==> src/rtl/id_ex_stage.sv <==
// ID/EX pipeline register with EX/MEM operand forwarding, a one-cycle
// load-use bubble, squash on flush, freeze on hold and a saturating stall counter.
module id_ex_stage #(
  parameter int CTRL_W = 8
) (
  input  logic              clk,
  input  logic              rst_n,
  input  logic              id_valid,
  input  logic [31:0]       id_pc,
  input  logic [4:0]        id_ra,
  input  logic [4:0]        id_rb,
  input  logic [4:0]        id_rw,
  input  logic              id_use_rb,
  input  logic [31:0]       id_bus_a,
  input  logic [31:0]       id_bus_b,
  input  logic [31:0]       id_imm,
  input  logic [CTRL_W-1:0] id_ctrl,
  input  logic [31:0]       ex_alu_result,
  input  logic              mem_valid,
  input  logic              mem_reg_wr,
  input  logic [4:0]        mem_rw,
  input  logic [31:0]       mem_data,
  input  logic              hold_i,
  input  logic              flush_i,
  output logic              ex_valid,
  output logic [31:0]       ex_pc,
  output logic [4:0]        ex_rw,
  output logic [CTRL_W-1:0] ex_ctrl,
  output logic [31:0]       ex_op_a,
  output logic [31:0]       ex_op_b,
  output logic [31:0]       ex_imm,
  output logic              stall_o,
  output logic [15:0]       stall_cnt
);

  logic ex_alu_wr;
  logic ex_load;
  logic ex_hit_a;
  logic ex_hit_b;
  logic mem_hit_a;
  logic mem_hit_b;
  logic load_use;
  logic [31:0] fwd_a;
  logic [31:0] fwd_b;

  // A load in EX has no data yet, so it is never a forwarding source; it stalls instead.
  assign ex_alu_wr = ex_valid & ex_ctrl[0] & ~ex_ctrl[1];
  assign ex_load   = ex_valid & ex_ctrl[0] & ex_ctrl[1];

  assign ex_hit_a  = ex_alu_wr & (ex_rw == id_ra) & (id_ra != 5'd0);
  assign ex_hit_b  = ex_alu_wr & (ex_rw == id_rb) & (id_rb != 5'd0);
  assign mem_hit_a = mem_valid & mem_reg_wr & (mem_rw == id_ra) & (id_ra != 5'd0);
  assign mem_hit_b = mem_valid & mem_reg_wr & (mem_rw == id_rb) & (id_rb != 5'd0);

  always_comb begin
    fwd_a = id_bus_a;
    if (ex_hit_a)
      fwd_a = ex_alu_result;
    else if (mem_hit_a)
      fwd_a = mem_data;
  end

  always_comb begin
    fwd_b = id_bus_b;
    if (id_use_rb) begin
      if (ex_hit_b)
        fwd_b = ex_alu_result;
      else if (mem_hit_b)
        fwd_b = mem_data;
    end
  end

  assign load_use = id_valid & ex_load & (ex_rw != 5'd0) &
                    ((ex_rw == id_ra) | (id_use_rb & (ex_rw == id_rb)));

  assign stall_o = hold_i | (load_use & ~flush_i);

  always_ff @(posedge clk or negedge rst_n) begin
    if (!rst_n) begin
      stall_cnt <= 16'd0;
    end else if (stall_o && stall_cnt != 16'hFFFF) begin
      stall_cnt <= stall_cnt + 16'd1;
    end
  end

  // Flush outranks hold, which outranks the load-use bubble.
  always_ff @(posedge clk or negedge rst_n) begin
    if (!rst_n) begin
      ex_valid <= 1'b0;
      ex_pc    <= 32'd0;
      ex_rw    <= 5'd0;
      ex_ctrl  <= '0;
      ex_op_a  <= 32'd0;
      ex_op_b  <= 32'd0;
      ex_imm   <= 32'd0;
    end else if (flush_i || (!hold_i && load_use)) begin
      ex_valid <= 1'b0;
      ex_pc    <= 32'd0;
      ex_rw    <= 5'd0;
      ex_ctrl  <= '0;
      ex_op_a  <= 32'd0;
      ex_op_b  <= 32'd0;
      ex_imm   <= 32'd0;
    end else if (!hold_i) begin
      ex_valid <= id_valid;
      ex_pc    <= id_pc;
      ex_rw    <= id_rw;
      ex_ctrl  <= id_valid ? id_ctrl : '0;
      ex_op_a  <= fwd_a;
      ex_op_b  <= fwd_b;
      ex_imm   <= id_imm;
    end
  end

endmodule

==> config.mk <==
export PLATFORM = sky130hd
export DESIGN_NAME = id_ex_stage
export DESIGN_NICKNAME = d
export VERILOG_FILES = /design/src/rtl/id_ex_stage.sv
export SDC_FILE = /design/constraint.sdc
export NUM_CORES = 1
export LEC_CHECK = 0
export ABC_AREA = 0
export CAP_MARGIN = 20
export CORE_AREA = 2 2 151 153
export DETAILED_ROUTE_END_ITERATION = 6
export DIE_AREA = 0 0 153 155
export GPL_TIMING_DRIVEN = 0
export PLACE_DENSITY_LB_ADDON = 0.1
export SKIP_CTS_REPAIR_TIMING = 1
export SYNTH_ARGS = -nofsm -noshare
export SYNTH_HDL_FRONTEND = slang
export SYNTH_SLANG_ARGS = --single-unit
==> constraint.sdc <==
create_clock -name clk -period 2.15 [get_ports clk]
set_input_delay 0.43 -clock clk [delete_from_list [all_inputs] [get_ports clk]]
set_output_delay 0.43 -clock clk [all_outputs]
set_load 0.03 [all_outputs]
==> metrics.md <==
| Metric | Value |
|---|---|
| Final RePlAce weighted congestion | `0.811` |
| Drt total wl | `28,800 um` |
| IO Count | `387` |
| Post-Place Cells | `around 1,400` |
| DIE WIDTH | `153 um` |
| Largest net degree at the start of global routing | `slightly above 80` |
| Final instance area | `between 0.01 and 0.015 mm2` |
| H-tree levels | `4` |
| Core area | `between 0.02 and 0.025 mm2` |
| Power density over the cells | `657 mW/mm2` |
| Maximum vdd ir drop | `between 400 and 500 uV` |
| Ys async rst share | `1.00` |
| CP top delay family | `simple AND/OR/NAND/NOR gates` |
| YS warnings | `0` |
| Register bit count reported by yosys | `158` |
| Slowest Stage Delay on Critical Path | `approximately 0.44 ns` |
| Startpoint Class | `register` |
| Syn_nets | `919` |
| Critical-path top delay cell | `dfrtp_2` |
| Synthesized area | `0.00762 mm2` |
| Skew-Pair Late Insertion Delay | `0.42 ns` |
| Routed wire per std cell | `20.4 um` |
| CTS Sinks | `between 150 and 200` |
| Crit path DAT | `2.31 ns` |
| F_max | `365 MHz` |
| Clock buffer depth | `2` |
| Syn Area/Cell | `11.0 um2` |
| Post-layout min period | `2.74 ns` |
| Gr ovfl total | `0` |
| Instance area at placement | `0.0119 mm2` |
| Vias in the first global route | `7,471` |
| Commonest non-fill, non-tap cells in the layout | `371 x clkdlybuf4s50_1, 153 x dfrtp_1, 102 x a22o_1, 40 x a32o_1, 37 x nor2_1` |
| Max-slew headroom | `0.608` |
| Place WS | `-1.37 ns` |
| Crit-path cells | `xnor2_2 -> nand3_2 -> or3_4 -> a211oi_4 -> buf_6 -> or2_4 -> buf_6` |
| Share of layout cells above drive strength 1 | `0.0909` |
| Crit path max fanout | `7` |
| CTS buffer count | `17` |
| Post-synthesis sequential area ratio | `0.519` |
| First-pass GRT wire length | `between 40,000 and 50,000 um` |
| Mapped Cells | `690` |
| Buffers on Ports | `384` |
| Initial drt markers | `413` |
| Worst Setup Slack, final | `-0.586 ns` |
| TNS Setup | `-15.74 ns` |
| Setup Crit Path Kind | `reg2out` |
| Clk root buf | `clkbuf_16` |
| Clk_skew | `between 0.009 and 0.01 ns` |
| Required @ worst endpoint | `1.72 ns` |
| DP HPWL | `between 20,000 and 25,000 um` |
| Worst Max-Slew Pin Slew | `0.589 ns` |
| Most common flop cell mapped by yosys | `dfrtp_1` |
| Final period util | `1.27` |
| Die area | `about 0.024 mm2` |
| TritonCTS clock tree | `yes` |
| Failing checks | `negative hold slack, negative setup slack` |
| Fin. max-slew vios | `0` |
| Routed via count | `7,271` |
| Number of core rows | `55` |
| WHS | `-0.0343 ns` |
| Final hold vios | `21` |
| Final Util | `0.571` |
| Initial antenna violation count | `2` |
| Leak pwr | `between 5 and 6 nW` |
| Clock-pin transition on the worst setup and hold timing paths | `0.07 ns` |
| Final Non-Filler Cells | `1,409` |
| FF-to-FF path depth | `8` |
| Setup-failing EPs final | `~140` |
| RR Startpoint | `ex_rw[3]` |
| Most common cell after layout, fill and taps aside | `clkdlybuf4s50_1` |
| Number of synthesized flops with an enable pin | `0` |
| Final ANT Viol Nets | `0` |
| Worst R2R Setup Slack | `-0.16 ns` |
| GRT Util Overall | `0.236` |
| Final nets | `1,338` |
| Syn-to-layout area delta | `66.4%` |
| Hold Crit Class | `in2async` |
| Max-Cap Viols | `0` |
| Status | `complete, but fails checks` |
| Element type at the critical path end | `primary output` |
| Most frequent CP cell | `buf_6` |
| Drt drc | `0` |
| RSZ-0062 raised after global routing | `true` |
| WP buf/inv | `2` |
| Die height | `155 um` |
| Initial core utilization | `0.343` |
| Initial DRT Pass Iterations | `5` |
| Routed vias/inst | `5.16` |
| Worst r2r dst | `ex_imm[30]` |
| Post-synthesis cell type count | `37` |
-- registers in the layout (all words and copies together) (netlist names) --
name / count
ex_op_a: 32
ex_pc: 32
ex_valid: 1
ex_imm: 32
ex_rw: 5
stall_cnt: 16
ex_op_b: 32
ex_ctrl: 8
-- stage by stage --
step	power (mW)	hold slack, ns
6_report	8.33	-0.0343
5_1_grt	8.68	0.000587
4_1_cts	8.40	-0.0182
3_5_place_dp	5.36	0.443
3_3_place_gp	5.35	0.472
2_1_floorplan	4.25	0.134
-- cell usage after synthesis (2+ instances only) --
cell	number	area, um2
nor3_2	2	20.0
mux2i_1	33	330
or2_0	30	188
xnor2_1	34	298
o21ai_0	35	175
a32o_1	40	400
inv_1	5	18.8
o211ai_1	7	52.6
nor3_1	3	15.0
clkbuf_1	42	158
buf_2	15	75.1
dfrtp_1	158	3950
nand3_1	6	30.0
a22o_1	102	893
buf_6	3	33.8
or3_1	2	12.5
o2111ai_1	7	61.3
or2_2	4	25.0
and3_1	8	50.1
o21ai_1	30	150
nor2_1	39	146
nor3b_1	32	240
a21oi_1	2	10.0
nand4_1	4	25.0
nand2_1	35	131
-- final cells by class --
class                      count  area (um2)
fill                        1979        9540
timing repair buffer         400        4030
sequential                   158        3960
multi-input combinational    466        3450
clock buffer                  18         429
tap                          285         357
buffer                        61         293
clock inverter                14         148
inverter                       5        18.8
antenna                        2        5.00
-- routing by layer --
layer | vias up | part of all wire | global-route usage
met4 | 0 | 0.019 | 0.0644
met2 | 274 | 0.50 | 0.405
met3 | 29 | 0.069 | 0.0738
met1 | 3546 | 0.41 | 0.290
li1 | 3422 | - | -
met5 | - | 0 | 0
-- power breakdown --
group          internal (mW)  switching (mW)  total, mW
logic                  0.998           0.965       1.96
registers               3.18           0.178       3.36
clock network           1.56            1.45       3.01
-- worst max path at each step --
stage               slack, ns     start  cells after the start        to
detailed placement      -1.37  id_rb[0]                      8   stall_o
CTS                     -1.37  id_rb[0]                      8   stall_o
global placement        -6.75     rst_n                      1  ex_rw[0]
global route            -0.71  ex_rw[3]                      7   stall_o
floorplan               -0.07  ex_rw[2]                      6   stall_o
finish                  -0.59  ex_rw[3]                      7   stall_o
-- cell families after synthesis --
logic type,share of synthesized area
xor+xnor,0.0391
compound gates,0.235
simple gates,0.123
mux,0.0448
flops,0.519
buf+inv,0.0384
fa+ha+maj,0.00164
(Power assumes the default switching activity.)
